$ cat src/rtl/wb_sram_ctrl_pkg.sv
// Shared types and default geometry for the Wishbone-to-SRAM bridge.
package sram_ctrl_pkg;

  localparam int DEF_ADDR_WIDTH = 8;
  localparam int DEF_DATA_WIDTH = 32;
  localparam int DEF_NUM_WMASKS = DEF_DATA_WIDTH / 8;

  typedef enum logic [1:0] {
    ST_IDLE  = 2'd0,
    ST_ISSUE = 2'd1,
    ST_WAIT  = 2'd2,
    ST_ACK   = 2'd3
  } state_e;

endpackage

$ cat src/rtl/wb_sram_ctrl.sv
// Wishbone classic slave fronting a single-port synchronous SRAM macro.
// Fixed 4-cycle access: request registered, sampled by SRAM, data captured, ack.
//
// state | meaning
// IDLE  | waiting for an address hit; request fields registered on hit
// ISSUE | csb0 low, SRAM samples the request on the next edge
// WAIT  | SRAM read data valid; ack raised unless cycle was abandoned
// ACK   | ack pulse visible; return to IDLE before accepting the next hit
module wb_sram_ctrl
  import sram_ctrl_pkg::*;
#(
  parameter logic [31:0] BASE_ADDR  = 32'h3000_0000,
  parameter int          ADDR_WIDTH = DEF_ADDR_WIDTH,
  parameter int          DATA_WIDTH = DEF_DATA_WIDTH,
  parameter int          NUM_WMASKS = DEF_NUM_WMASKS
) (
  input  logic                  wb_clk_i,
  input  logic                  wb_rst_i,
  input  logic                  wbs_cyc_i,
  input  logic                  wbs_stb_i,
  input  logic                  wbs_we_i,
  input  logic [NUM_WMASKS-1:0] wbs_sel_i,
  input  logic [31:0]           wbs_adr_i,
  input  logic [DATA_WIDTH-1:0] wbs_dat_i,
  output logic                  wbs_ack_o,
  output logic [DATA_WIDTH-1:0] wbs_dat_o,
  output logic                  sram_csb0,
  output logic                  sram_web0,
  output logic [NUM_WMASKS-1:0] sram_wmask0,
  output logic [ADDR_WIDTH-1:0] sram_addr0,
  output logic [DATA_WIDTH-1:0] sram_din0,
  input  logic [DATA_WIDTH-1:0] sram_dout0
);

  state_e                state_q, state_d;
  logic                  csb_q, csb_d;
  logic                  web_q, web_d;
  logic [NUM_WMASKS-1:0] wmask_q, wmask_d;
  logic [ADDR_WIDTH-1:0] addr_q, addr_d;
  logic [DATA_WIDTH-1:0] din_q, din_d;
  logic                  ack_q, ack_d;
  logic [DATA_WIDTH-1:0] dat_q, dat_d;
  logic                  wr_q, wr_d;
  logic                  abort_q, abort_d;
  logic                  hit;

  // Byte-lane offset bits never select anything in a word-wide SRAM.
  logic unused_adr_lsb;
  assign unused_adr_lsb = &{1'b0, wbs_adr_i[1:0]};

  assign hit = wbs_cyc_i & wbs_stb_i &
               (wbs_adr_i[31:ADDR_WIDTH+2] == BASE_ADDR[31:ADDR_WIDTH+2]);

  always_comb begin
    state_d = state_q;
    csb_d   = 1'b1;
    web_d   = 1'b1;
    wmask_d = wmask_q;
    addr_d  = addr_q;
    din_d   = din_q;
    ack_d   = 1'b0;
    dat_d   = dat_q;
    wr_d    = wr_q;
    abort_d = abort_q;
    case (state_q)
      ST_IDLE: begin
        if (hit) begin
          state_d = ST_ISSUE;
          csb_d   = 1'b0;
          web_d   = ~wbs_we_i;
          addr_d  = wbs_adr_i[ADDR_WIDTH+1:2];
          din_d   = wbs_dat_i;
          wmask_d = wbs_we_i ? wbs_sel_i : '0;
          wr_d    = wbs_we_i;
          abort_d = 1'b0;
        end
      end
      ST_ISSUE: begin
        state_d = ST_WAIT;
        if (!wbs_cyc_i) abort_d = 1'b1;
      end
      ST_WAIT: begin
        state_d = ST_ACK;
        ack_d   = wbs_cyc_i & ~abort_q;
        if (!wr_q) dat_d = sram_dout0;
      end
      ST_ACK: begin
        state_d = ST_IDLE;
      end
      default: begin
        state_d = ST_IDLE;
      end
    endcase
  end

  always_ff @(posedge wb_clk_i) begin
    if (wb_rst_i) begin
      state_q <= ST_IDLE;
      csb_q   <= 1'b1;
      web_q   <= 1'b1;
      wmask_q <= '0;
      addr_q  <= '0;
      din_q   <= '0;
      ack_q   <= 1'b0;
      dat_q   <= '0;
      wr_q    <= 1'b0;
      abort_q <= 1'b0;
    end else begin
      state_q <= state_d;
      csb_q   <= csb_d;
      web_q   <= web_d;
      wmask_q <= wmask_d;
      addr_q  <= addr_d;
      din_q   <= din_d;
      ack_q   <= ack_d;
      dat_q   <= dat_d;
      wr_q    <= wr_d;
      abort_q <= abort_d;
    end
  end

  assign sram_csb0   = csb_q;
  assign sram_web0   = web_q;
  assign sram_wmask0 = wmask_q;
  assign sram_addr0  = addr_q;
  assign sram_din0   = din_q;
  assign wbs_ack_o   = ack_q;
  assign wbs_dat_o   = dat_q;

endmodule

$ cat config.mk
export PLATFORM = sky130hd
export DESIGN_NAME = wb_sram_ctrl
export DESIGN_NICKNAME = d
export VERILOG_FILES = /design/src/rtl/wb_sram_ctrl_pkg.sv /design/src/rtl/wb_sram_ctrl.sv
export SDC_FILE = /design/constraint.sdc
export NUM_CORES = 1
export LEC_CHECK = 0
export CAP_MARGIN = 0
export CORE_ASPECT_RATIO = 0.75
export CORE_UTILIZATION = 40
export CTS_BUF_LIST = sky130_fd_sc_hd__clkbuf_4
export CTS_CLUSTER_SIZE = 20
export DETAILED_ROUTE_END_ITERATION = 12
export PLACE_DENSITY = 0.92
export REMOVE_ABC_BUFFERS = 1
export SYNTH_ARGS = -nofsm -noshare
export SYNTH_HDL_FRONTEND = slang
export SYNTH_SLANG_ARGS = --single-unit
$ cat constraint.sdc
create_clock -name wb_clk_i -period 2 [get_ports wb_clk_i]
set_clock_uncertainty 0.05 [all_clocks]
set_input_delay 0.4 -clock wb_clk_i [delete_from_list [all_inputs] [get_ports wb_clk_i]]
set_output_delay 0.4 -clock wb_clk_i [all_outputs]
set_load 0.05 [all_outputs]
==> summary.txt, run 1 <==
Worst setup path
  • Setup CP Type: primary input to register
  • Startpoint Class: primary input
  • RR Endpoint: sram_din0[24]$_SDFFE_PP0P_
  • R2R cell count: 6
  • Critical Path AT: 2.16 ns
  • CP Launch Point: wbs_adr_i[21]
  • Largest fanout on the critical path: 2
  • Crit path required time: about 2.3 ns
  • Reg2Reg Launch Point: state_q[1]$_SDFFE_PP0P_
  • Critical Path End Type: register
  • Worst R2R Setup Slack: 0.32 ns

Cells and area
  • NumNets Final: 672
  • Share of cells above drive strength 1: 0.0669
  • Fin area: around 0.0053 mm²
  • Area delta synth->final: 59.8%
  • Antenna diodes: 0
  • Layout Cells excl Fill: 673

Run status
  • Outcome: completed

Floorplanning
  • Starting Density: 0.416
  • FP Rows: 28
  • Core area: 0.00792 mm²
  • Chip height: a little over 80 µm
  • Total Die Area: 0.00860 mm²
  • Die X: 107 µm
  • I/O pin total: 184

Timing
  • Setup violators final: 0
  • Rel. slew slack: 0.638
  • Fin crit share: 0.919
  • Period minus WS final: between 1.5 and 2 ns
  • Fmax: around 540 MHz
  • Worst-margin pin slew: 0.545 ns
  • RSZ-0062 raised after global routing: no
  • Fin Hold WS: 0.380 ns
  • Max-slew violations: 0
  • Final hold violations: 0

Clock network
  • Root buffer cell: clkbuf_4
  • Reg clk slew, reported paths: 0.13 ns
  • CTS sink count: 83
  • CTS buffer count: 9
  • Clock Tree Buf Depth: 2
  • CTS tree: built
  • Clock latency on the worst-skew pair: about 0.42 ns
  • H-tree depth: 3

Global route
  • Largest net degree at the start of global routing: 38
  • Met2 Use GR: 0.441
  • Gr usage total: 0.243
  • GRT Residual Overflow: 0
  • Initial antenna violation count: 0
  • First-pass GRT wire length: 16.3 mm
  • Vias in the first global route: 3450
  • Met1 global-route usage: 0.262
  • GR peak layer: met2
  • Met3 usage: 0.0657

Placed design
  • Hpwl dp: 7.37 mm
  • Placed cell count: 657
  • Placed cell area: 0.00517 mm²
  • Gpl congestion: 0.816
  • Port Buffers: 181

Min path
  • Hold wc startpoint: wb_rst_i
  • Hold WC Path Type: primary input to register
  • WHS Path Cells: 2
  • WHS Endpoint: abort_q$_SDFFE_PP0P_

Synth
  • #FFs+latches synth: 83
  • Synth unique cells: 32
  • Top_reg_cell synth: dfxtp_1
  • Async SR Flop Fraction: 0
  • Area leader, netlist: dfxtp_1
  • Top cells by area, synth: dfxtp_1, a21oi_1, nand2_1
  • Top-count cell post-synth: dfxtp_1
  • Commonest cells post-synth: dfxtp_1, a21oi_1, nand2_1, nand3_1, o21ai_1
  • Post-synthesis sequential area ratio: 0.505
  • EDFF count, synth: 0
  • Cell area after synthesis: roughly 0.0033 mm²
  • Mean Syn Cell Area: 8.37 µm²
  • Synth warn: 0
  • Share of Yosys cell area claimed by the top area cell type: 0.505
  • Syn Inst Count: between 300 and 400

Route
  • Via count: 3533
  • WL/cell: about 15 µm
  • Final WL: about 10 mm
  • DRC viols: 0
  • Antenna Nets Post-Route: 0
  • Via/cell ratio: 5.25
  • Drt pass-1 iters: 5
  • Initial DRC count: 145

Power
  • Switching power: 1.38 mW
  • VDD IR max: between 0.5 and 0.6 mV
  • Clock Power Share: 0.286
  • Sequential share of power: 0.436
  • Cell leakage power: around 2.1 nW
  • Cell Pwr Density: about 800 mW/mm²
  • Sw Ratio: 0.325
  • Gate power share: 0.278
  • Overall power: 4.25 mW
  • P_int: 2.87 mW

Flow run
  • Max-cap violation count: 0
-- metal layers --
metal,vias up,routed length [µm]
met3,29,636
met5,-,0
met1,1642,4180
li1,1709,-
met4,0,309
met2,153,5200
-- metrics by stage --
stage          utilization  TNS [ns]  worst slack, ns
2_1_floorplan            -    -16.30           -0.439
3_3_place_gp         0.653     -3.94           -0.109
3_5_place_dp         0.653     -6.59           -0.206
4_1_cts              0.664         0            0.198
5_1_grt              0.664         0            0.143
6_report             0.664         0            0.162
-- sequential cells by signal, indices dropped and copies added (netlist names) --
register and flops:
sram_wmask0 4, sram_web0 1, sram_din0 32, wbs_dat_o 32, sram_csb0 1, sram_addr0 8
state_q 2, wr_q 1, abort_q 1, wbs_ack_o 1
-- area by class of cell --
cell class | count | area [µm²]
clock buffer | 11 | 82.6
clock inverter | 5 | 101
fill | 697 | 2660
inverter | 4 | 15.0
multi-input combinational | 270 | 1420
sequential | 83 | 1660
tap | 105 | 131
timing repair buffer | 195 | 1850
-- worst max path at each step --
| stage | end | cells past startpoint | slack, ns |
|---|---|---|---|
| after floorplan | abort_q$_SDFFE_PP0P_ | 4 | -0.44 |
| after global placement | sram_wmask0[1]$_SDFFE_PP0P_ | 6 | -0.11 |
| after detailed placement | state_q[1]$_SDFFE_PP0P_ | 5 | -0.21 |
| after CTS | wbs_dat_o[15] | 1 | 0.20 |
| after global routing | state_q[1]$_SDFFE_PP0P_ | 5 | 0.14 |
| final | state_q[1]$_SDFFE_PP0P_ | 5 | 0.16 |
-- logic make-up after synthesis --
| family | synth area share |
|---|---|
| AO/OA/AOI/OAI | 0.197 |
| adder cells (fa/ha/maj) | 0.0152 |
| buffers and inverters | 0.0662 |
| flip-flops | 0.505 |
| AND/OR/NAND/NOR | 0.216 |
-- timing repair --
action                     in CTS  in global routing
setup buffers                   0                  0
setup endpoints to repair      78                  0
hold buffers                    0                  0
resized for setup              78                  0
-- placed cells by master (no fill, tap or decap), drive strengths merged --
master / count
nor3b: 1
a211oi: 1
nand2: 68
nor4b: 2
inv: 4
clkinv: 1
nor4bb: 2
and4: 1
or4b: 1
nor2b: 1
clkdlybuf4s50: 101
nand2b: 1
a21oi: 79
nor4: 5
ha: 4
clkbuf: 11
and3: 1
dlygate4sd2: 78
buf: 16
clkinvlp: 1
dfxtp: 83
nand4: 6
o21ai: 46
a311oi: 1
nand3: 43
bufinv: 3
o31ai: 1
nor2: 2
nor3: 2
and4bb: 2
-- power by group through the flow --
| stage | Sequential [mW] | Clock [mW] | Combinational (mW) |
|---|---|---|---|
| floorplan | 2.31 | 0 | 0.267 |
| global route | 1.87 | 1.31 | 1.25 |
| detailed placement | 1.90 | 0 | 1.26 |
| finish | 1.85 | 1.21 | 1.18 |
| CTS | 1.85 | 1.24 | 1.19 |
| global placement | 1.88 | 0 | 1.23 |
-- worst max-delay path, stage by stage --
cell             delay, ns
clkdlybuf4s50_1       0.45
nor4b_1               0.46
nand4_1               0.22
or4b_1                0.52
nand3_1               0.11
Power figures use the tool's default switching activity.
==> run 2: changes to the inputs <==
CAP_MARGIN = not set   (was 0)
CORE_MARGIN = 4   (was not set)
==> summary.txt, run 2 (same netlist as run 1, synthesis figures left out) <==
Floorplanning
  • I/O pin total: 184 (unchanged)
  • Die X: 113 µm (was 107 µm)
  • Starting Density: 0.414 (was 0.416)
  • Core area: 0.00795 mm² (was 0.00792 mm²)
  • Total Die Area: 0.00976 mm² (was 0.00860 mm²)
  • Chip height: 86.6 µm (was 80.6 µm)
  • FP Rows: 28 (unchanged)

Power
  • VDD IR max: 0.534 mV (was 0.548 mV)
  • Cell Pwr Density: 764 mW/mm² (was 807 mW/mm²)
  • Cell leakage power: 2.13 nW (was 2.14 nW)

Placed design
  • Port Buffers: 181 (unchanged)
  • Hpwl dp: 7.58 mm (was 7.37 mm)
  • Gpl congestion: 0.795 (was 0.816)
  • Worst slack at placement: -0.149 ns (was -0.206 ns)

Run status
  • Outcome: completed (unchanged)

Worst setup path
  • Critical Path AT: 2.02 ns (was 2.16 ns)
  • CP max stage delay: 0.44 ns (was 0.52 ns)
  • Critical Path End Type: register (unchanged)
  • Startpoint Class: primary input (unchanged)
  • Slowest-stage cell, CP: clkdlybuf4s50_1 (was or4b_1)
  • Setup CP Type: primary input to register (unchanged)
  • Crit path required time: 2.23 ns (was 2.32 ns)
  • CP Cell Sequence: clkdlybuf4s50_1 > nor4_2 > nand4_1 > buf_12 > o21ai_0 > a211oi_1 (was clkdlybuf4s50_1 > nor4b_1 > nand4_1 > or4b_1 > nand3_1)
  • R2R cell count: 6 (unchanged)
  • Largest fanout on the critical path: 37 (was 2)

Timing
  • Final hold violations: 0 (unchanged)
  • Worst-margin pin slew: 0.543 ns (was 0.545 ns)
  • Setup violators final: 0 (unchanged)
  • RSZ-0062 raised after global routing: no (unchanged)
  • Period minus WS final: 1.79 ns (was 1.84 ns)
  • Rel. slew slack: 0.640 (was 0.638)
  • Fmax: 558 MHz (was 544 MHz)
  • Max-slew violations: 0 (unchanged)
  • Setup TNS: 0 ns (unchanged)
  • Post-route setup slack: 0.207 ns (was 0.162 ns)
  • Fin crit share: 0.897 (was 0.919)

Clock network
  • Post-CTS Resized: 79 (was 78)
  • Reg clk slew, reported paths: 0.13 ns (about the same)
  • CTS buffer count: 9 (unchanged)
  • CTS sink count: 83 (unchanged)
  • CTS tree: built (unchanged)
  • Clock Tree Buf Depth: 2 (unchanged)
  • H-tree depth: 3 (unchanged)
  • # Post-CTS Setup Buffers: 0 (unchanged)
  • CTS Hold Bufs: 0 (unchanged)
  • Root buffer cell: clkbuf_4 (unchanged)
  • Clock latency on the worst-skew pair: 0.39 ns (was 0.42 ns)

Route
  • DRC viols: 0 (unchanged)
  • Drt pass-1 iters: 5 (unchanged)
  • WL/cell: 15.2 µm (was 15.4 µm)
  • Via/cell ratio: 5.16 (was 5.25)
  • Antenna Nets Post-Route: 0 (unchanged)
  • Via count: 3477 (was 3533)
  • Final WL: 10.2 mm (was 10.3 mm)
  • Initial DRC count: 250 (was 145)

Global route
  • Gr usage total: 0.204 (was 0.243)
  • Largest net degree at the start of global routing: 38 (unchanged)
  • First-pass GRT wire length: 16.2 mm (was 16.3 mm)
  • Initial antenna violation count: 0 (unchanged)
  • Vias in the first global route: 3432 (was 3450)
  • GRT Residual Overflow: 0 (unchanged)

Cells and area
  • Antenna diodes: 0 (unchanged)
  • Area delta synth->final: 59.1% (was 59.8%)
  • Share of cells above drive strength 1: 0.0668 (was 0.0669)
  • Most common cell after layout, fill and taps aside: clkdlybuf4s50_1 (unchanged)
  • NumNets Final: 673 (was 672)
  • Highest-count cells in the layout ignoring fill and taps: clkdlybuf4s50_1, dfxtp_1, a21oi_1, dlygate4sd2_1, nand2_1 (was clkdlybuf4s50_1, dfxtp_1, a21oi_1)

Flow run
  • Max-cap violation count: 0 (unchanged)

Min path
  • WHS Path Cells: 2 (unchanged)
  • Hold WC Path Type: primary input to register (unchanged)
## run 2: changes by cell type in the layout (fill, tap and decap cells not counted), sizes merged
cell,previous run,this run
inv,4,6
dlygate4sd2,78,79
bufinv,3,1
clkbuf,11,10
clkinv,1,2
## run 2: metal layers
layer	routed length, µm	track usage
met5	0	0
met4	348	0.0895
met1	3900	0.222
met2	5220	0.366
met3	739	0.0663
## run 2: metrics by stage
step                      hold slack [ns]  total power [mW]   util  cells  area [µm²]
final                               0.324              4.00  0.658    674        5240
after global routing                0.302              4.22  0.658    674        5240
after CTS                           0.285              4.05  0.658    674        5240
after detailed placement            0.375              3.16  0.653    658        5200
after global placement              0.358              3.12  0.653    658        5200
after floorplan                     0.347              2.58      -    357        3090
## run 2: layout make-up
| cell class | instances | area [µm²] |
|---|---|---|
| clock buffers | 10 | 75.1 |
| clock inverters | 6 | 63.8 |
| inverters | 4 | 15.0 |
| flip-flops and latches | 83 | 1660 |
| repair buffers | 196 | 1870 |
| well taps | 105 | 131 |
| multi-input cells | 270 | 1420 |
| fillers | 678 | 2720 |
## run 2: worst paths after layout
kind | start | slack, ns | endpoint
min | wb_rst_i | 0.32 | sram_din0[14]$_SDFFE_PP0P_
max reg2reg | state_q[1]$_SDFFE_PP0P_ | 0.39 | sram_din0[10]$_SDFFE_PP0P_
min reg2reg | abort_q$_SDFFE_PP0P_ | 0.39 | wbs_ack_o$_SDFF_PP0_
max | wbs_adr_i[10] | 0.21 | state_q[0]$_SDFFE_PP0P_
## run 2: where the power goes
group	internal, mW	total, mW	switching (mW)
logic	0.421	1.18	0.762
registers	1.79	1.85	0.0651
clock network	0.399	0.964	0.566
total	2.61	4.00	1.39
## run 2: critical path: cells and delay by family
kind,cells,cell delay (ns)
buffers and inverters,2,0.70
AOI/OAI and AO/OA,2,0.32
and+or+nand+nor,2,0.59
